===== src/rtl/reg_select_bank_pkg.sv =====
// Shared types for reg_select_bank: sequencer state and selector sizing.
// Latency: none (types and functions only).
// Backpressure: none.
package reg_select_bank_pkg;

  typedef enum logic [0:0] {
    IDLE  = 1'b0,
    CLEAR = 1'b1
  } state_t;

  // One extra selector code is reserved for the external buffer slot.
  function automatic int sel_width(input int n);
    return $clog2(n + 1);
  endfunction

endpackage


===== src/rtl/reg_bank_clear_seq.sv =====
// Bulk-clear sequencer: walks cnt over every register and gates write acceptance.
// Latency: busy rises 1 cycle after clear and stays high for NUM_REGS cycles.
// Backpressure: wr_ready drops combinationally on clear and stays low while busy.
module reg_bank_clear_seq
  import reg_select_bank_pkg::*;
#(
  parameter int NUM_REGS = 3,
  parameter int SEL_W    = 2
) (
  input  logic             clock,
  input  logic             reset_n,
  input  logic             clear,
  output logic             busy,
  output logic             wr_ready,
  output logic [SEL_W-1:0] cnt
);

  localparam logic [SEL_W-1:0] LAST_IDX = SEL_W'(NUM_REGS - 1);

  state_t           state_q, state_d;
  logic [SEL_W-1:0] cnt_q, cnt_d;

  always_ff @(posedge clock or negedge reset_n) begin
    if (!reset_n) begin
      state_q <= IDLE;
      cnt_q   <= '0;
    end else begin
      state_q <= state_d;
      cnt_q   <= cnt_d;
    end
  end

  always_comb begin
    state_d = state_q;
    cnt_d   = cnt_q;
    case (state_q)
      IDLE: begin
        if (clear) begin
          state_d = CLEAR;
          cnt_d   = '0;
        end
      end
      CLEAR: begin
        if (cnt_q == LAST_IDX) begin
          state_d = IDLE;
          cnt_d   = '0;
        end else begin
          cnt_d = cnt_q + 1'b1;
        end
      end
      default: begin
        state_d = IDLE;
        cnt_d   = '0;
      end
    endcase
  end

  assign busy     = (state_q == CLEAR);
  // clear wins over a same-cycle write request.
  assign wr_ready = (state_q == IDLE) && !clear;
  assign cnt      = cnt_q;

endmodule


===== src/rtl/reg_select_bank.sv =====
// Register bank with valid/ready writes, registered selectable read, bulk clear and LED monitor.
// Latency: 1 cycle write-to-regs_flat and rd_sel-to-rd_data; same-index bypass when REG_SELECT_BANK_FORWARD_EN.
// Backpressure: wr_ready low during clear request and the NUM_REGS-cycle clear sequence.
module reg_select_bank
  import reg_select_bank_pkg::*;
#(
  parameter int WIDTH    = 8,
  parameter int NUM_REGS = 3,
  parameter int SEL_W    = sel_width(NUM_REGS)
) (
  input  logic                      clock,
  input  logic                      reset_n,
  input  logic                      wr_valid,
  output logic                      wr_ready,
  input  logic [SEL_W-1:0]          wr_sel,
  input  logic [WIDTH-1:0]          wr_data,
  output logic                      wr_err,
  input  logic [SEL_W-1:0]          rd_sel,
  output logic [WIDTH-1:0]          rd_data,
  input  logic [WIDTH-1:0]          ext_in,
  input  logic                      clear,
  output logic                      busy,
  output logic [WIDTH-1:0]          led_out,
  output logic [NUM_REGS*WIDTH-1:0] regs_flat
);

  localparam logic [SEL_W-1:0] EXT_SEL = SEL_W'(NUM_REGS);

  logic [WIDTH-1:0] regs_q [NUM_REGS];
  logic [WIDTH-1:0] rd_next;
  logic [SEL_W-1:0] cnt;
  logic             wr_acc;
  logic             wr_ok;

  reg_bank_clear_seq #(
    .NUM_REGS (NUM_REGS),
    .SEL_W    (SEL_W)
  ) u_clear_seq (
    .clock    (clock),
    .reset_n  (reset_n),
    .clear    (clear),
    .busy     (busy),
    .wr_ready (wr_ready),
    .cnt      (cnt)
  );

  assign wr_acc = wr_valid && wr_ready;
  assign wr_ok  = wr_acc && (wr_sel < EXT_SEL);

  // Writes are never accepted while busy, so clear and write never collide.
  always_ff @(posedge clock or negedge reset_n) begin
    if (!reset_n) begin
      for (int i = 0; i < NUM_REGS; i++) regs_q[i] <= '0;
    end else begin
      for (int i = 0; i < NUM_REGS; i++) begin
        if (busy && (cnt == SEL_W'(i)))
          regs_q[i] <= '0;
        else if (wr_ok && (wr_sel == SEL_W'(i)))
          regs_q[i] <= wr_data;
      end
    end
  end

  always_comb begin
    rd_next = '0;
    for (int i = 0; i < NUM_REGS; i++) begin
      if (rd_sel == SEL_W'(i)) rd_next = regs_q[i];
    end
    if (rd_sel == EXT_SEL) rd_next = ext_in;
`ifdef REG_SELECT_BANK_FORWARD_EN
    if (wr_ok && (wr_sel == rd_sel)) rd_next = wr_data;
    if (busy && (rd_sel == cnt)) rd_next = '0;
`endif
  end

  always_ff @(posedge clock or negedge reset_n) begin
    if (!reset_n) begin
      rd_data <= '0;
      led_out <= '0;
      wr_err  <= 1'b0;
    end else begin
      rd_data <= rd_next;
      led_out <= wr_data;
      wr_err  <= wr_acc && (wr_sel >= EXT_SEL);
    end
  end

  for (genvar g = 0; g < NUM_REGS; g++) begin : g_flat
    assign regs_flat[g*WIDTH +: WIDTH] = regs_q[g];
  end

endmodule


===== config.mk =====
export PLATFORM = sky130hd
export DESIGN_NAME = reg_select_bank
export DESIGN_NICKNAME = d
export VERILOG_FILES = /design/src/rtl/reg_select_bank_pkg.sv /design/src/rtl/reg_bank_clear_seq.sv /design/src/rtl/reg_select_bank.sv
export SDC_FILE = /design/constraint.sdc
export NUM_CORES = 1
export LEC_CHECK = 0
export ABC_AREA = 1
export BUFFER_PORTS_ARGS = -buffer_cell sky130_fd_sc_hd__buf_2
export CORE_ASPECT_RATIO = 0.5
export CORE_UTILIZATION = 44
export CTS_CLUSTER_SIZE = 10
export DETAILED_ROUTE_END_ITERATION = 6
export PLACE_DENSITY_LB_ADDON = 0.2
export SLEW_MARGIN = 20
export SYNTH_ARGS = -nofsm -noshare
export SYNTH_HDL_FRONTEND = slang
export SYNTH_HIERARCHICAL = 1
export SYNTH_SLANG_ARGS = --single-unit
export TNS_END_PERCENT = 50

===== constraint.sdc =====
create_clock -name clock -period 1.39 [get_ports clock]
set_input_delay 0.0695 -clock clock [delete_from_list [all_inputs] [get_ports clock]]
set_output_delay 0.0695 -clock clock [all_outputs]
set_load 0.03 [all_outputs]

* Word-level counts from Yosys, hierarchy flattened
Cells that the tools add are included.
Storage, ports and cells: input bits 24, bits in registers 44, output and inout bits 43, logic and storage cells 53
Operators by class: equality and inequality tests 8, multiplexer cells 16, add/sub/neg operators 1, bitwise gates (word level) 1, reduce and logical (&&, ||, !) cells 17, order comparisons 2
Operators by type and width (count):
- 8-bit 2-to-1 mux | 10
- 1-bit logical AND | 10
- 2-bit == test, second input constant | 4
- 2-bit by 1-bit == test with 1-bit output, second input constant | 3
- 2-bit logical NOT | 3
- 2-bit nonzero test | 3
- 2-bit 2-to-1 mux | 2
- 2-bit case mux with 2 select lines | 1
- 2-bit by 1-bit adder with 2-bit output, second input constant | 1
- 2-bit >= comparator, second input constant | 1
- 2-bit less-than comparator, second input constant | 1
- 1-bit 2-to-1 mux | 2
- 2-bit inequality test, second input constant | 1
- 1-bit case mux with 2 select lines | 1
- 1-bit logical NOT | 1
- 1-bit inverter | 1

* Logic depth before layout (Yosys ltp)
Gate-level depths: netlist (run 1).
depth in word-level cells 7, mapped depth 6, gate-level depth less buffers 6

* Modules after synthesis
The synthesis (run 1) kept the hierarchy.
By module, submodules not included:
- reg_select_bank | instances 1, cells an instance 179, area an instance 1696.6 um^2, sequential area each 1026.0 um^2
- reg_bank_clear_seq | instances 1, cells an instance 18, area an instance 135.1 um^2, sequential area each 75.1 um^2

* Worst setup path before layout (run 1)
Ideal clock, no wire load.
path kind register to register, from register u_clear_seq.state_q, in the netlist u_clear_seq/busy, to register regs_q, in the netlist regs_flat[16], buffers on the path 0, cell stages (with the launch flop) 7, path slack -0.361 ns, setup time 0.118 ns, data arrival time 1.632 ns, cell sequence dfrtp_1 -> nor2_2 -> nand2_2 -> nor2_4 -> nand2_4 -> nand3_1 -> nand2_1
On the way: longest elaborated chain between the ends 6, elaborated cells on any way between the ends 8, those cells by class 1 x mux; 1 x bitwise; 6 x reduce/logical
Ends and longest elaborated chain:
- start, declared | RTL line reg_bank_clear_seq.sv:20 | state_t state_q, state_d;
- start signal, assigned | RTL line reg_bank_clear_seq.sv:28 | state_q <= state_d;
- 1-bit inverter
- 1-bit logical AND | RTL line reg_bank_clear_seq.sv:60 | assign wr_ready = (state_q == IDLE) && !clear;
- via wr_ready | RTL line reg_select_bank.sv:14 | output logic wr_ready,
- 1-bit logical AND | RTL line reg_select_bank.sv:47 | assign wr_acc = wr_valid && wr_ready;
- 1-bit logical AND | RTL line reg_select_bank.sv:48 | assign wr_ok = wr_acc && (wr_sel < EXT_SEL);
- 1-bit logical AND | RTL line reg_select_bank.sv:58 | else if (wr_ok && (wr_sel == SEL_W'(i)))
- 2-bit nonzero test (no line)
- end signal, assigned by index | RTL line reg_select_bank.sv:59 | regs_q[i] <= wr_data;
- end, declared | RTL line reg_select_bank.sv:29 | logic [WIDTH-1:0] regs_q [NUM_REGS];
The timed path passes the listed nets, and every way through them passes these cells. A chain may end at the register's enable or synchronous reset.

* Worst setup path after layout (run 1)
from register u_clear_seq.state_q, in the netlist u_clear_seq/busy, to register regs_q, in the netlist regs_flat[12]
On the way: longest elaborated chain between the ends 6, elaborated cells on any way between the ends 8, those cells by class 1 x mux; 1 x bitwise; 6 x reduce/logical
Ends and longest elaborated chain (RTL line):
- 1-bit inverter
- 1-bit logical AND | reg_bank_clear_seq.sv:60
- 1-bit logical AND | reg_select_bank.sv:47
- 1-bit logical AND | reg_select_bank.sv:48
- 1-bit logical AND | reg_select_bank.sv:58
- 2-bit nonzero test (no line)
Several ways; a longest one is shown, not always the timed one.

==> flow_summary.html, run 1 <==
<table>
<tr><th>Metric</th><th>Value</th></tr>
<tr><th colspan="2">Critical path</th></tr>
<tr><td>Type of the setup path with the least slack</td><td>reg -&gt; reg</td></tr>
<tr><td>FF-to-FF End</td><td>regs_flat[12]$_DFFE_PN0P_</td></tr>
<tr><td>Critical Path Source Type</td><td>register</td></tr>
<tr><td>Critical Path End</td><td>regs_flat[12]$_DFFE_PN0P_</td></tr>
<tr><td>Critical register-to-register path startpoint</td><td>u_clear_seq/busy$_DFF_PN0_</td></tr>
<tr><td>Slack of the worst reg-to-reg path</td><td>70 ps</td></tr>
<tr><td>Most common cell type on the critical path</td><td>sky130_fd_sc_hd__nor2_4</td></tr>
<tr><td>Arr. time, crit path</td><td>1550 ps</td></tr>
<tr><td>Peak fanout along the critical path</td><td>8</td></tr>
<tr><td>Delay contributed by the slowest stage of the critical path</td><td>approximately 440 ps</td></tr>
<tr><td>Capturing element type of the critical path</td><td>register</td></tr>
<tr><td>Required time of the critical path</td><td>about 1600 ps</td></tr>
<tr><td>CP cell instances</td><td>nor2_4 &gt; buf_4 &gt; nand3_2 &gt; nor2_4 &gt; nand3_1 &gt; nand2_1</td></tr>
<tr><td>Number of cells traversed by the worst register-to-register path</td><td>6</td></tr>
<tr><td>Worst setup path start</td><td>u_clear_seq/busy$_DFF_PN0_</td></tr>
<tr><td>Worst path slowest cell</td><td>sky130_fd_sc_hd__dfrtp_2</td></tr>
<tr><th colspan="2">Detailed routing</th></tr>
<tr><td>Post-route DRC</td><td>0</td></tr>
<tr><td>Post-route antenna net violation count</td><td>0</td></tr>
<tr><td>Number of vias per cell</td><td>slightly above 5</td></tr>
<tr><td>Routed wirelength normalized by instance count</td><td>14.6 microns</td></tr>
<tr><td>Iter 0 DRT Violations</td><td>about 100</td></tr>
<tr><td>Detailed Routing Iterations Pass 1</td><td>5</td></tr>
<tr><td>Final wirelength</td><td>between 4 and 5 mm</td></tr>
<tr><td>DR vias</td><td>roughly 1,800</td></tr>
<tr><th colspan="2">Final layout</th></tr>
<tr><td>Layout area overhead</td><td>37.4%</td></tr>
<tr><td>Number of filler cells placed in the layout</td><td>~330</td></tr>
<tr><td>NumNets Final</td><td>about 300</td></tr>
<tr><td>Antenna fix cells</td><td>0</td></tr>
<tr><td>Post-route cell area</td><td>about 2500 sq um</td></tr>
<tr><td>Fraction of final layout cells with drive strength greater than 1</td><td>between 30 and 40%</td></tr>
<tr><td>Final Util</td><td>roughly 64%</td></tr>
<tr><th colspan="2">Timing</th></tr>
<tr><td>Worst clock skew</td><td>3.38 ps</td></tr>
<tr><td>Post-layout minimum cycle time</td><td>~1300 ps</td></tr>
<tr><td>Unrepaired setup endpoints after global routing</td><td>false</td></tr>
<tr><td>Number of hold violations in the final report</td><td>0</td></tr>
<tr><td>Count of pins over their slew limit</td><td>0</td></tr>
<tr><td>Max_slew headroom</td><td>roughly 66%</td></tr>
<tr><td>Portion of the clock cycle consumed by the worst path in the final layout</td><td>between 90% and 100%</td></tr>
<tr><td>Worst slew pin tran</td><td>506 ps</td></tr>
<tr><td>Maximum operating frequency</td><td>approximately 760 MHz</td></tr>
<tr><td>Count of final setup violators</td><td>0</td></tr>
<tr><td>PnR worst setup slack</td><td>around 73 ps</td></tr>
<tr><th colspan="2">Pwr</th></tr>
<tr><td>Peak VDD IR</td><td>around 890 uV</td></tr>
<tr><td>Power Dens Cells</td><td>approximately 1700 nW/um^2</td></tr>
<tr><td>Leakage component of the power</td><td>about 1.4 nW</td></tr>
<tr><th colspan="2">Clocking</th></tr>
<tr><td>Post-CTS sizing</td><td>0</td></tr>
<tr><td>Clock tree buffer depth</td><td>2</td></tr>
<tr><td>Cts bufs inserted</td><td>5</td></tr>
<tr><td>Root cell of the clock tree</td><td>sky130_fd_sc_hd__clkbuf_8</td></tr>
<tr><td>Clock-pin transition on the worst setup and hold timing paths</td><td>around 80 ps</td></tr>
<tr><td>Clock sink count</td><td>44</td></tr>
<tr><td>Clock Latency Late Sink</td><td>290 ps</td></tr>
<tr><td>Clock tree from TritonCTS</td><td>yes</td></tr>
<tr><td># H-tree levels</td><td>2</td></tr>
<tr><th colspan="2">Synth</th></tr>
<tr><td>Number of different library cells in the post-synthesis netlist</td><td>13</td></tr>
<tr><td>Post-Syn Area</td><td>about 1800 sq um</td></tr>
<tr><td>Number of synthesized register bits</td><td>44</td></tr>
<tr><td>Share of the synthesized area in the top cell type</td><td>about 60%</td></tr>
<tr><td>Largest area contributor in the netlist</td><td>sky130_fd_sc_hd__dfrtp_1</td></tr>
<tr><td>Post-synth top flop</td><td>sky130_fd_sc_hd__dfrtp_1</td></tr>
<tr><td>Synth Instances</td><td>~200</td></tr>
<tr><td>Proportion of synthesized chip area in sequential cells</td><td>60.1%</td></tr>
<tr><td>Count of yosys warnings during synthesis</td><td>6</td></tr>
<tr><td>Synthesized Nets</td><td>approximately 220</td></tr>
<tr><td>Post-Synthesis Mean Instance Area</td><td>between 9 and 10 sq um</td></tr>
<tr><td>Ys async rst share</td><td>100%</td></tr>
<tr><td>Synth top area cells</td><td>sky130_fd_sc_hd__dfrtp_1 (60%), sky130_fd_sc_hd__nand2_1 (14%), sky130_fd_sc_hd__nand3_1 (12%)</td></tr>
<tr><td>Top cells by instance count after synthesis</td><td>sky130_fd_sc_hd__nand2_1 (66), sky130_fd_sc_hd__dfrtp_1 (44), sky130_fd_sc_hd__nand3_1 (44)</td></tr>
<tr><td>Most common cell in the synthesized netlist</td><td>sky130_fd_sc_hd__nand2_1</td></tr>
<tr><td>Number of flops mapped to enable cells by yosys</td><td>0</td></tr>
<tr><th colspan="2">Floorplanning</th></tr>
<tr><td>Initial standard-cell utilization of the core</td><td>between 40% and 50%</td></tr>
<tr><td>Die height</td><td>about 48 microns</td></tr>
<tr><td>DIE AREA</td><td>about 4400 sq um</td></tr>
<tr><td>Row cnt</td><td>16</td></tr>
<tr><td>Top-level I/O count</td><td>67</td></tr>
<tr><td>Width of the chip</td><td>about 93 microns</td></tr>
<tr><td>Core area</td><td>3940 sq um</td></tr>
<tr><th colspan="2">Place</th></tr>
<tr><td>Place WS</td><td>69.3 ps</td></tr>
<tr><td>Dpl cell area</td><td>2280 sq um</td></tr>
<tr><td>Detailed placer's ending HPWL</td><td>3.61 mm</td></tr>
<tr><td>Port buffer count</td><td>66</td></tr>
<tr><td>GPL Wtd Cong</td><td>0.794</td></tr>
<tr><th colspan="2">Global routing</th></tr>
<tr><td>Initial antenna violation count</td><td>0</td></tr>
<tr><td>Total track usage</td><td>a little under a quarter</td></tr>
<tr><td>Wire length of the first global-routing pass</td><td>7.53 mm</td></tr>
<tr><td>Grt ovf</td><td>0</td></tr>
<tr><td>Via count of the first global-routing pass</td><td>about 1,500</td></tr>
<tr><td>Maximum number of pins on one net before global-route repair</td><td>25</td></tr>
<tr><th colspan="2">Worst hold path</th></tr>
<tr><td>Min-delay worst type</td><td>in -&gt; reg</td></tr>
<tr><th colspan="2">Job</th></tr>
<tr><td>Number of max-cap violations</td><td>0</td></tr>
<tr><th colspan="2">Run status</th></tr>
<tr><td>Run status</td><td>completed</td></tr>
</table>
## layer usage
metal / vias to the layer above / routed length [microns] / track usage (%)
met5: - / 0 / 0
met4: 0 / 59 / 7.38
met3: 9 / 419 / 6.83
met2: 80 / 2040 / 31.9
met1: 827 / 2430 / 36.8
li1: 840 / - / -
## final cells by class
type | instances | area (sq um) | share of cell area, %
Inverter | 9 | 33.8 | 1.34
Clock inverter | 1 | 30.0 | 1.19
Clock buffer | 7 | 96.3 | 3.83
Sequential cell | 44 | 1100 | 43.8
Tap cell | 54 | 67.6 | 2.68
Timing Repair Buffer | 84 | 500 | 19.9
Multi-Input combinational cell | 140 | 687 | 27.3
## cells in the final DEF, fill, tap and decap left out
cell                            synthesis  layout
sky130_fd_sc_hd__buf_12                 0       1
sky130_fd_sc_hd__buf_2                  4      66
sky130_fd_sc_hd__buf_4                  0       8
sky130_fd_sc_hd__bufinv_16              0       1
sky130_fd_sc_hd__clkbuf_8               0       7
sky130_fd_sc_hd__dfrtp_1               44      43
sky130_fd_sc_hd__dfrtp_2                0       1
sky130_fd_sc_hd__dlygate4sd3_1          0       9
sky130_fd_sc_hd__inv_1                  9       9
sky130_fd_sc_hd__nand2_1               66      66
sky130_fd_sc_hd__nand2_4                2       3
sky130_fd_sc_hd__nand3_1               44      44
sky130_fd_sc_hd__nand3_2                1       1
sky130_fd_sc_hd__nand4_1               17      17
sky130_fd_sc_hd__nor2_1                 5       5
sky130_fd_sc_hd__nor2_4                 2       3
sky130_fd_sc_hd__nor3_4                 1       1
## timing repair
action                                 4_1_cts  5_1_grt
setup buffers                                0        3
setup endpoints to repair                    0        9
endpoints found under the hold margin       28        0
hold buffers                                 9        0
## critical path, delay by kind of cell, from the launching register on
family        cells  cell delay [ps]
flops             1              440
simple gates      5              670
buf+inv           1              150
## state kept, by name (all words and copies together), names as in the netlist
signal            flops
regs_flat            24
u_clear_seq/cnt       2
wr_err                1
u_clear_seq/busy      1
rd_data               8
led_out               8
## cells by family after synthesis
logic type / count (synthesis) / synth area share (%)
buf+inv: 13 / 2.94
simple gates: 140 / 37.0
flops: 44 / 60.1
## power by group
| part | internal [mW] | switching (mW) | total (mW) |
|---|---|---|---|
| clock network | 0.634 | 0.426 | 1.06 |
| registers | 1.53 | 0.237 | 1.77 |
| logic | 0.475 | 1.07 | 1.54 |
| total | 2.64 | 1.73 | 4.37 |
## through the flow
stage	TNS [ps]	power [mW]	hold WS (ps)	std cells
6_report	0	4.37	1.73	339
5_1_grt	0	4.60	9.08	339
4_1_cts	0	4.33	2.12	336
3_5_place_dp	0	3.26	62.3	319
3_3_place_gp	0	3.23	56.7	319
2_1_floorplan	-2230	2.71	-226	197
## worst min path at each step
| stage | from | end | slack [ps] | cells after the start |
|---|---|---|---|---|
| after floorplan | reset_n | led_out[0]$_DFF_PN0_ | -230 | 0 |
| after global placement | reset_n | rd_data[1]$_DFF_PN0_ | 60 | 1 |
| after detailed placement | reset_n | rd_data[7]$_DFF_PN0_ | 60 | 1 |
| after CTS | ext_in[0] | rd_data[0]$_DFF_PN0_ | 2 | 3 |
| after global routing | ext_in[6] | rd_data[6]$_DFF_PN0_ | 9 | 3 |
| final | ext_in[6] | rd_data[6]$_DFF_PN0_ | 2 | 3 |
Note: power is estimated with default switching activity, not from simulation.
==> run 2, diff against run 1 <==
--- a/config.mk
+++ b/config.mk
@@ -7,11 +7,14 @@
 export LEC_CHECK = 0
 export ABC_AREA = 1
 export BUFFER_PORTS_ARGS = -buffer_cell sky130_fd_sc_hd__buf_2
+export CELL_PAD_IN_SITES_DETAIL_PLACEMENT = 1
+export CELL_PAD_IN_SITES_GLOBAL_PLACEMENT = 1
 export CORE_ASPECT_RATIO = 0.5
-export CORE_UTILIZATION = 44
+export CORE_UTILIZATION = 32
 export CTS_CLUSTER_SIZE = 10
 export DETAILED_ROUTE_END_ITERATION = 6
 export PLACE_DENSITY_LB_ADDON = 0.2
+export SETUP_SLACK_MARGIN = 0.3
 export SLEW_MARGIN = 20
 export SYNTH_ARGS = -nofsm -noshare
 export SYNTH_HDL_FRONTEND = slang
==> flow_summary.html, run 2 (synthesis results as in run 1) <==
<table>
<tr><th>Metric</th><th>Value</th></tr>
<tr><th colspan="2">Timing</th></tr>
<tr><td>Maximum operating frequency</td><td>770 MHz (+1.4%)</td></tr>
<tr><td>Count of pins over their slew limit</td><td>0 (unchanged)</td></tr>
<tr><td>Hold Slack</td><td>20.7 ps (+18.9 ps)</td></tr>
<tr><td>Max_slew headroom</td><td>79.5% (+13 points)</td></tr>
<tr><td>Post-layout minimum cycle time</td><td>1300 ps (-18.7 ps)</td></tr>
<tr><td>Aggregate negative setup slack</td><td>0 ps (unchanged)</td></tr>
<tr><td>Worst slew pin tran</td><td>307 ps (-199 ps)</td></tr>
<tr><td>PnR worst setup slack</td><td>91.6 ps (+18.7 ps)</td></tr>
<tr><td>Unrepaired setup endpoints after global routing</td><td>true</td></tr>
<tr><td>Portion of the clock cycle consumed by the worst path in the final layout</td><td>93.4% (-1.3 points)</td></tr>
<tr><td>Number of hold violations in the final report</td><td>0 (unchanged)</td></tr>
<tr><td>Worst clock skew</td><td>4.84 ps (+1.45 ps)</td></tr>
<tr><td>Count of final setup violators</td><td>0 (unchanged)</td></tr>
<tr><th colspan="2">Final layout</th></tr>
<tr><td>Post-route cell area</td><td>2730 sq um (+8.4%)</td></tr>
<tr><td>NumNets Final</td><td>315 (+2.3%)</td></tr>
<tr><td>Fraction of final layout cells with drive strength greater than 1</td><td>37.3% (+5.0 points)</td></tr>
<tr><td>Layout area overhead</td><td>49.0%</td></tr>
<tr><td>Max reg flops</td><td>24 (unchanged)</td></tr>
<tr><td>Antenna fix cells</td><td>0 (unchanged)</td></tr>
<tr><td>Most frequent cells in the layout</td><td>sky130_fd_sc_hd__nand2_1 (65), sky130_fd_sc_hd__buf_2 (65), sky130_fd_sc_hd__dfrtp_1 (43)</td></tr>
<tr><td>Final Util</td><td>49.7% (-14 points)</td></tr>
<tr><td>Number of filler cells placed in the layout</td><td>665 (+99%)</td></tr>
<tr><td>Number of non-filler instances in the completed layout</td><td>365 (+7.7%)</td></tr>
<tr><th colspan="2">Floorplanning</th></tr>
<tr><td>Die height</td><td>55.5 microns (+17%)</td></tr>
<tr><td>Core area</td><td>5490 sq um (+39%)</td></tr>
<tr><td>Initial standard-cell utilization of the core</td><td>33.4% (-13 points)</td></tr>
<tr><td>DIE AREA</td><td>6050 sq um (+36%)</td></tr>
<tr><td>Top-level I/O count</td><td>67 (unchanged)</td></tr>
<tr><td>Row cnt</td><td>19 (+3)</td></tr>
<tr><td>Width of the chip</td><td>109 microns (+17%)</td></tr>
<tr><th colspan="2">Pwr</th></tr>
<tr><td>Pwr Total</td><td>4.78 mW (+9.3%)</td></tr>
<tr><td>Leakage component of the power</td><td>1.49 nW (+5.1%)</td></tr>
<tr><td>Total net switching power</td><td>1.87 mW (+7.8%)</td></tr>
<tr><td>Switching share of power</td><td>39.0% (-0.55 points)</td></tr>
<tr><td>Power Dens Cells</td><td>1750 nW/um^2 (+0.81%)</td></tr>
<tr><td>Cell Int Power</td><td>2.91 mW (+10%)</td></tr>
<tr><td>Peak VDD IR</td><td>701 uV (-21%)</td></tr>
<tr><td>Relative contribution of the clock network to total power</td><td>27.9% (+3.7 points)</td></tr>
<tr><td>Share of total power in combinational logic</td><td>35.0% (-0.3 points)</td></tr>
<tr><td>Register share of total power</td><td>37.1% (-3.4 points)</td></tr>
<tr><th colspan="2">Detailed routing</th></tr>
<tr><td>Final wirelength</td><td>6.02 mm (+22%)</td></tr>
<tr><td>Detailed Routing Iterations Pass 1</td><td>4 (-1)</td></tr>
<tr><td>DR vias</td><td>1,795 (+2.2%)</td></tr>
<tr><td>Routed wirelength normalized by instance count</td><td>16.5 microns (+13%)</td></tr>
<tr><td>Post-route antenna net violation count</td><td>0 (unchanged)</td></tr>
<tr><td>Number of vias per cell</td><td>4.92 (-5.1%)</td></tr>
<tr><td>Post-route DRC</td><td>0 (unchanged)</td></tr>
<tr><td>Iter 0 DRT Violations</td><td>75 (-28%)</td></tr>
<tr><th colspan="2">Critical path</th></tr>
<tr><td>FF-to-FF End</td><td>regs_flat[11]$_DFFE_PN0P_</td></tr>
<tr><td>Type of the setup path with the least slack</td><td>reg -&gt; reg</td></tr>
<tr><td>Worst path slowest cell</td><td>sky130_fd_sc_hd__dfrtp_2</td></tr>
<tr><td>Peak fanout along the critical path</td><td>4 (-4)</td></tr>
<tr><td>Cell family with most CP delay</td><td>simple AND/OR/NAND/NOR gates</td></tr>
<tr><td>Arr. time, crit path</td><td>1520 ps (-30 ps)</td></tr>
<tr><td>Critical path buffer and inverter count</td><td>2 (+1)</td></tr>
<tr><td>Required time of the critical path</td><td>1610 ps (about the same)</td></tr>
<tr><td>Slack of the worst reg-to-reg path</td><td>90 ps (+20 ps)</td></tr>
<tr><td>Capturing element type of the critical path</td><td>register</td></tr>
<tr><td>Delay contributed by the slowest stage of the critical path</td><td>420 ps (-20 ps)</td></tr>
<tr><td>Critical register-to-register path startpoint</td><td>u_clear_seq/busy$_DFF_PN0_</td></tr>
<tr><td>CP cell instances</td><td>nor2_4 &gt; buf_6 &gt; nand3_2 &gt; nor2_4 &gt; buf_6 &gt; nand3_1 &gt; nand2_1</td></tr>
<tr><td>Critical Path Source Type</td><td>register</td></tr>
<tr><td>Number of cells traversed by the worst register-to-register path</td><td>7 (+1)</td></tr>
<tr><th colspan="2">Place</th></tr>
<tr><td>Place WS</td><td>109 ps (+39.2 ps)</td></tr>
<tr><td>Placed Instances</td><td>342 (+7.2%)</td></tr>
<tr><td>GPL Wtd Cong</td><td>0.778 (-2.0%)</td></tr>
<tr><td>Detailed placer's ending HPWL</td><td>4.14 mm (+15%)</td></tr>
<tr><td>Port buffer count</td><td>66 (unchanged)</td></tr>
<tr><td>Dpl cell area</td><td>2340 sq um (+2.9%)</td></tr>
<tr><th colspan="2">Global routing</th></tr>
<tr><td>Via count of the first global-routing pass</td><td>1,732 (+18%)</td></tr>
<tr><td>Total track usage</td><td>21.6% (-2.2 points)</td></tr>
<tr><td>Wire length of the first global-routing pass</td><td>9.64 mm (+28%)</td></tr>
<tr><td>Initial antenna violation count</td><td>0 (unchanged)</td></tr>
<tr><td>Maximum number of pins on one net before global-route repair</td><td>45 (+80%)</td></tr>
<tr><td>Grt ovf</td><td>0 (unchanged)</td></tr>
<tr><th colspan="2">Clocking</th></tr>
<tr><td>Clock-pin transition on the worst setup and hold timing paths</td><td>60 ps (-20 ps)</td></tr>
<tr><td>Clock sink count</td><td>44 (unchanged)</td></tr>
<tr><td>Root cell of the clock tree</td><td>sky130_fd_sc_hd__clkbuf_16</td></tr>
<tr><td>Clock tree from TritonCTS</td><td>yes</td></tr>
<tr><td>Clock Latency Late Sink</td><td>280 ps (about the same)</td></tr>
<tr><td>Clock tree buffer depth</td><td>2 (unchanged)</td></tr>
<tr><td>Cts bufs inserted</td><td>5 (unchanged)</td></tr>
<tr><td># H-tree levels</td><td>2 (unchanged)</td></tr>
<tr><th colspan="2">Worst hold path</th></tr>
<tr><td>Min-delay worst type</td><td>in -&gt; reg</td></tr>
<tr><td>Worst-case hold path end point</td><td>rd_data[7]$_DFF_PN0_</td></tr>
<tr><td>Launch instance of the worst min-delay path</td><td>ext_in[7]</td></tr>
<tr><td>Worst hold stages</td><td>3 (unchanged)</td></tr>
<tr><th colspan="2">Run status</th></tr>
<tr><td>Run status</td><td>completed</td></tr>
<tr><th colspan="2">Job</th></tr>
<tr><td>Number of max-cap violations</td><td>0 (unchanged)</td></tr>
</table>
==> run 2: cell type report <==
type | instances | area [sq um] | area share (%)
Sequential cell | 44 | 1100 | 40.4
Clock inverter | 2 | 35.0 | 1.28
Inverter | 9 | 33.8 | 1.24
Timing Repair Buffer | 91 | 599 | 22.0
Clock buffer | 6 | 129 | 4.72
Tap cell | 73 | 91.3 | 3.35
Multi-Input combinational cell | 140 | 739 | 27.1
==> run 2: per-layer routing <==
| metal | vias up | share of wire, % | wire, microns | global-route usage [%] |
|---|---|---|---|---|
| met5 | - | 0 | 0 | 0 |
| met2 | 45 | 46 | 2770 | 29.8 |
| met4 | 0 | 0.40 | 24 | 5.41 |
| met3 | 2 | 4.5 | 273 | 4.49 |
| li1 | 855 | - | - | - |
| met1 | 893 | 49 | 2950 | 33.8 |
==> run 2: what timing repair did <==
item	in CTS	in global routing
endpoints found under the setup margin	26	26
hold buffers	9	0
endpoints found under the hold margin	52	0
pin swaps	4	4
buffers inserted	4	2
resized for setup	14	3
==> run 2: worst max-delay path by stage <==
| stage | endpoint | from | depth (start not counted) | slack (ps) |
|---|---|---|---|---|
| after floorplan | regs_flat[16]$_DFFE_PN0P_ | u_clear_seq/busy$_DFF_PN0_ | 6 | -130 |
| after global placement | regs_flat[23]$_DFFE_PN0P_ | u_clear_seq/busy$_DFF_PN0_ | 6 | 140 |
| after detailed placement | regs_flat[12]$_DFFE_PN0P_ | u_clear_seq/busy$_DFF_PN0_ | 4 | 110 |
| after CTS | regs_flat[18]$_DFFE_PN0P_ | u_clear_seq/busy$_DFF_PN0_ | 6 | 130 |
| after global routing | regs_flat[11]$_DFFE_PN0P_ | u_clear_seq/busy$_DFF_PN0_ | 7 | 30 |
| final | regs_flat[11]$_DFFE_PN0P_ | u_clear_seq/busy$_DFF_PN0_ | 7 | 90 |
==> run 2: power groups by stage <==
| stage | logic [mW] | registers, mW | clock network [mW] |
|---|---|---|---|
| 2_1_floorplan | 0.506 | 2.20 | 0 |
| 3_3_place_gp | 1.52 | 1.78 | 0 |
| 3_5_place_dp | 1.56 | 1.79 | 0 |
| 4_1_cts | 1.64 | 1.77 | 1.34 |
| 5_1_grt | 1.81 | 1.81 | 1.41 |
| 6_report | 1.67 | 1.77 | 1.33 |
==> run 2: tightest hold or removal path: stages <==
cell                      delay (ps)
sky130_fd_sc_hd__buf_2            80
sky130_fd_sc_hd__nand2_1          40
sky130_fd_sc_hd__nand4_1          80
==> run 3, diff against run 2 <==
--- a/config.mk
+++ b/config.mk
@@ -13,7 +13,7 @@
 export CORE_UTILIZATION = 32
 export CTS_CLUSTER_SIZE = 10
 export DETAILED_ROUTE_END_ITERATION = 6
-export PLACE_DENSITY_LB_ADDON = 0.2
+export PLACE_DENSITY = 0.72
 export SETUP_SLACK_MARGIN = 0.3
 export SLEW_MARGIN = 20
 export SYNTH_ARGS = -nofsm -noshare
==> flow_summary.html, run 3 (synthesis results as in run 1) <==
<table>
<tr><th>Metric</th><th>Value</th></tr>
<tr><th colspan="2">Run status</th></tr>
<tr><td>Run status</td><td>completed</td></tr>
<tr><th colspan="2">Place</th></tr>
<tr><td>Detailed placer's ending HPWL</td><td>4.34 mm (+4.9%)</td></tr>
<tr><td>GPL Wtd Cong</td><td>0.798 (+2.6%)</td></tr>
<tr><td>Port buffer count</td><td>66 (unchanged)</td></tr>
<tr><th colspan="2">Global routing</th></tr>
<tr><td>Met2 Use GR</td><td>36.6% (+6.7 points)</td></tr>
<tr><td>Grt met1 use</td><td>33.7% (-0.075 points)</td></tr>
<tr><td>Global routing met3 resource utilization</td><td>4.01% (-0.47 points)</td></tr>
<tr><td>Wire length of the first global-routing pass</td><td>10.4 mm (+8.3%)</td></tr>
<tr><td>Initial antenna violation count</td><td>1 (+1)</td></tr>
<tr><td>Grt ovf</td><td>0 (unchanged)</td></tr>
<tr><td>Maximum number of pins on one net before global-route repair</td><td>24 (-47%)</td></tr>
<tr><td>Via count of the first global-routing pass</td><td>1,889 (+9.1%)</td></tr>
<tr><td>Global route hottest layer</td><td>met2</td></tr>
<tr><td>Total track usage</td><td>23.6% (+2.0 points)</td></tr>
<tr><th colspan="2">Job</th></tr>
<tr><td>Number of max-cap violations</td><td>0 (unchanged)</td></tr>
<tr><th colspan="2">Timing</th></tr>
<tr><td>Count of final setup violators</td><td>0 (unchanged)</td></tr>
<tr><td>Maximum operating frequency</td><td>742 MHz (-3.6%)</td></tr>
<tr><td>Worst slew pin tran</td><td>526 ps (+219 ps)</td></tr>
<tr><td>Aggregate negative setup slack</td><td>0 ps (unchanged)</td></tr>
<tr><td>Portion of the clock cycle consumed by the worst path in the final layout</td><td>96.9% (+3.5 points)</td></tr>
<tr><td>Number of hold violations in the final report</td><td>0 (unchanged)</td></tr>
<tr><td>Count of pins over their slew limit</td><td>0 (unchanged)</td></tr>
<tr><td>Post-layout minimum cycle time</td><td>1350 ps (+48.6 ps)</td></tr>
<tr><td>Unrepaired setup endpoints after global routing</td><td>true</td></tr>
<tr><td>Max_slew headroom</td><td>64.8% (-15 points)</td></tr>
<tr><td>Worst clock skew</td><td>7.80 ps (+2.96 ps)</td></tr>
<tr><td>Hold Slack</td><td>14.6 ps (-6.11 ps)</td></tr>
<tr><th colspan="2">Critical path</th></tr>
<tr><td>Arr. time, crit path</td><td>1510 ps (about the same)</td></tr>
<tr><td>Delay contributed by the slowest stage of the critical path</td><td>420 ps (about the same)</td></tr>
<tr><td>Type of the setup path with the least slack</td><td>reg -&gt; reg</td></tr>
<tr><td>Peak fanout along the critical path</td><td>10 (+6)</td></tr>
<tr><td>Slack of the worst reg-to-reg path</td><td>40 ps (-50 ps)</td></tr>
<tr><td>FF-to-FF End</td><td>regs_flat[5]$_DFFE_PN0P_</td></tr>
<tr><td>Capturing element type of the critical path</td><td>register</td></tr>
<tr><td>Worst path slowest cell</td><td>sky130_fd_sc_hd__dfrtp_2</td></tr>
<tr><td>Critical register-to-register path startpoint</td><td>u_clear_seq/busy$_DFF_PN0_</td></tr>
<tr><td>Critical Path Source Type</td><td>register</td></tr>
<tr><td>Number of cells traversed by the worst register-to-register path</td><td>7 (unchanged)</td></tr>
<tr><td>Required time of the critical path</td><td>1560 ps (-50 ps)</td></tr>
<tr><td>CP cell instances</td><td>nor2_4 &gt; nand2_4 &gt; nor2_4 &gt; buf_12 &gt; nand2_4 &gt; nand3_1 &gt; nand2_1</td></tr>
<tr><th colspan="2">Clocking</th></tr>
<tr><td>Clock Latency Late Sink</td><td>290 ps (about the same)</td></tr>
<tr><td>Clock tree buffer depth</td><td>2 (unchanged)</td></tr>
<tr><td>Root cell of the clock tree</td><td>sky130_fd_sc_hd__clkbuf_16</td></tr>
<tr><td>Cts bufs inserted</td><td>5 (unchanged)</td></tr>
<tr><td>Clock-pin transition on the worst setup and hold timing paths</td><td>60 ps (about the same)</td></tr>
<tr><td>Clock tree from TritonCTS</td><td>yes</td></tr>
<tr><td>Clock sink count</td><td>44 (unchanged)</td></tr>
<tr><td># H-tree levels</td><td>2 (unchanged)</td></tr>
<tr><th colspan="2">Detailed routing</th></tr>
<tr><td>Iter 0 DRT Violations</td><td>98 (+31%)</td></tr>
<tr><td>Number of vias per cell</td><td>4.99 (+1.4%)</td></tr>
<tr><td>DR vias</td><td>1,835 (+2.2%)</td></tr>
<tr><td>Detailed Routing Iterations Pass 1</td><td>4 (unchanged)</td></tr>
<tr><td>Final wirelength</td><td>6.91 mm (+15%)</td></tr>
<tr><td>Routed wirelength normalized by instance count</td><td>18.8 microns (+14%)</td></tr>
<tr><td>Post-route DRC</td><td>0 (unchanged)</td></tr>
<tr><td>Post-route antenna net violation count</td><td>0 (unchanged)</td></tr>
<tr><th colspan="2">Floorplanning</th></tr>
<tr><td>Core area</td><td>5490 sq um (unchanged)</td></tr>
<tr><td>Top-level I/O count</td><td>67 (unchanged)</td></tr>
<tr><td>Die height</td><td>55.5 microns (unchanged)</td></tr>
<tr><td>Width of the chip</td><td>109 microns (unchanged)</td></tr>
<tr><td>DIE AREA</td><td>6050 sq um (unchanged)</td></tr>
<tr><td>Initial standard-cell utilization of the core</td><td>33.4% (unchanged)</td></tr>
<tr><td>Row cnt</td><td>19 (unchanged)</td></tr>
<tr><th colspan="2">Final layout</th></tr>
<tr><td>Most frequent cells in the layout</td><td>sky130_fd_sc_hd__buf_2 (66), sky130_fd_sc_hd__nand2_1 (65), sky130_fd_sc_hd__dfrtp_1 (43)</td></tr>
<tr><td>NumNets Final</td><td>317 (+0.63%)</td></tr>
<tr><td>Max reg flops</td><td>24 (unchanged)</td></tr>
<tr><td>Fraction of final layout cells with drive strength greater than 1</td><td>37.1% (-0.25 points)</td></tr>
<tr><td>Final Util</td><td>49.8% (+0.068 points)</td></tr>
<tr><td>Layout area overhead</td><td>49.2%</td></tr>
<tr><td>Most common cell after layout, fill and taps aside</td><td>sky130_fd_sc_hd__buf_2</td></tr>
<tr><th colspan="2">Worst hold path</th></tr>
<tr><td>Min-delay worst type</td><td>in -&gt; reg</td></tr>
<tr><td>Worst hold stages</td><td>3 (unchanged)</td></tr>
<tr><td>Launch instance of the worst min-delay path</td><td>ext_in[2]</td></tr>
<tr><td>Worst-case hold path end point</td><td>rd_data[2]$_DFF_PN0_</td></tr>
<tr><th colspan="2">Pwr</th></tr>
<tr><td>Peak VDD IR</td><td>766 uV (+9.3%)</td></tr>
<tr><td>Leakage component of the power</td><td>1.48 nW (-0.43%)</td></tr>
<tr><td>Power Dens Cells</td><td>1700 nW/um^2 (-3.0%)</td></tr>
</table>
-- run 3: cell count changes in the layout (fill, tap and decap cells not counted), sizes merged --
cell and change:
buf +2, clkbuf +2, bufinv -1, clkinv -1, diode +1
-- run 3: timing repair --
action	CTS	global route
setup endpoints to repair	26	27
hold endpoints to repair	52	0
resized for setup	6	10
buffers inserted	5	5
pin swaps	6	5
hold buffers	9	0
-- run 3: where the power goes --
part	leakage [nW]	internal (mW)	switching, mW
clock network	0.0712	0.717	0.475
registers	0.579	1.54	0.228
logic	0.834	0.517	1.17
total	1.48	2.77	1.87
-- run 3: worst max-delay path by stage --
stage	slack, ps	start	depth (start not counted)	end
2_1_floorplan	-130	u_clear_seq/busy$_DFF_PN0_	6	regs_flat[16]$_DFFE_PN0P_
3_3_place_gp	130	u_clear_seq/busy$_DFF_PN0_	6	regs_flat[6]$_DFFE_PN0P_
3_5_place_dp	60	u_clear_seq/busy$_DFF_PN0_	6	regs_flat[16]$_DFFE_PN0P_
4_1_cts	130	u_clear_seq/busy$_DFF_PN0_	6	regs_flat[11]$_DFFE_PN0P_
5_1_grt	7	u_clear_seq/busy$_DFF_PN0_	7	regs_flat[5]$_DFFE_PN0P_
6_report	40	u_clear_seq/busy$_DFF_PN0_	7	regs_flat[5]$_DFFE_PN0P_
-- run 3: routing by layer --
metal / up-vias / share of wire, %
met3: 13 / 5.6
met2: 53 / 49
met4: 0 / 1.7
li1: 860 / -
met1: 909 / 44
met5: - / 0
-- run 3: worst max-delay path, delay by kind of cell, from the launching register on --
kind          cells  cell delay, ps
simple gates      6             670
flops             1             420
buf+inv           1             140
-- run 3: metrics by stage --
step	setup WS, ps	area (sq um)	power, mW	instances
floorplan	-127	1840	2.71	197
global placement	126	2320	3.25	340
detailed placement	64.7	2320	3.30	340
CTS	128	2630	4.56	362
global route	7.28	2730	4.86	368
finish	43.0	2730	4.64	368
-- run 3: area by class of cell --
type                       count  area [sq um]
fill                         656          2760
sequential                    44          1100
inverter                       9          33.8
multi-input combinational    140           749
clock buffer                   8           146
antenna                        1          2.50
timing repair buffer          93           608
tap                           73          91.3
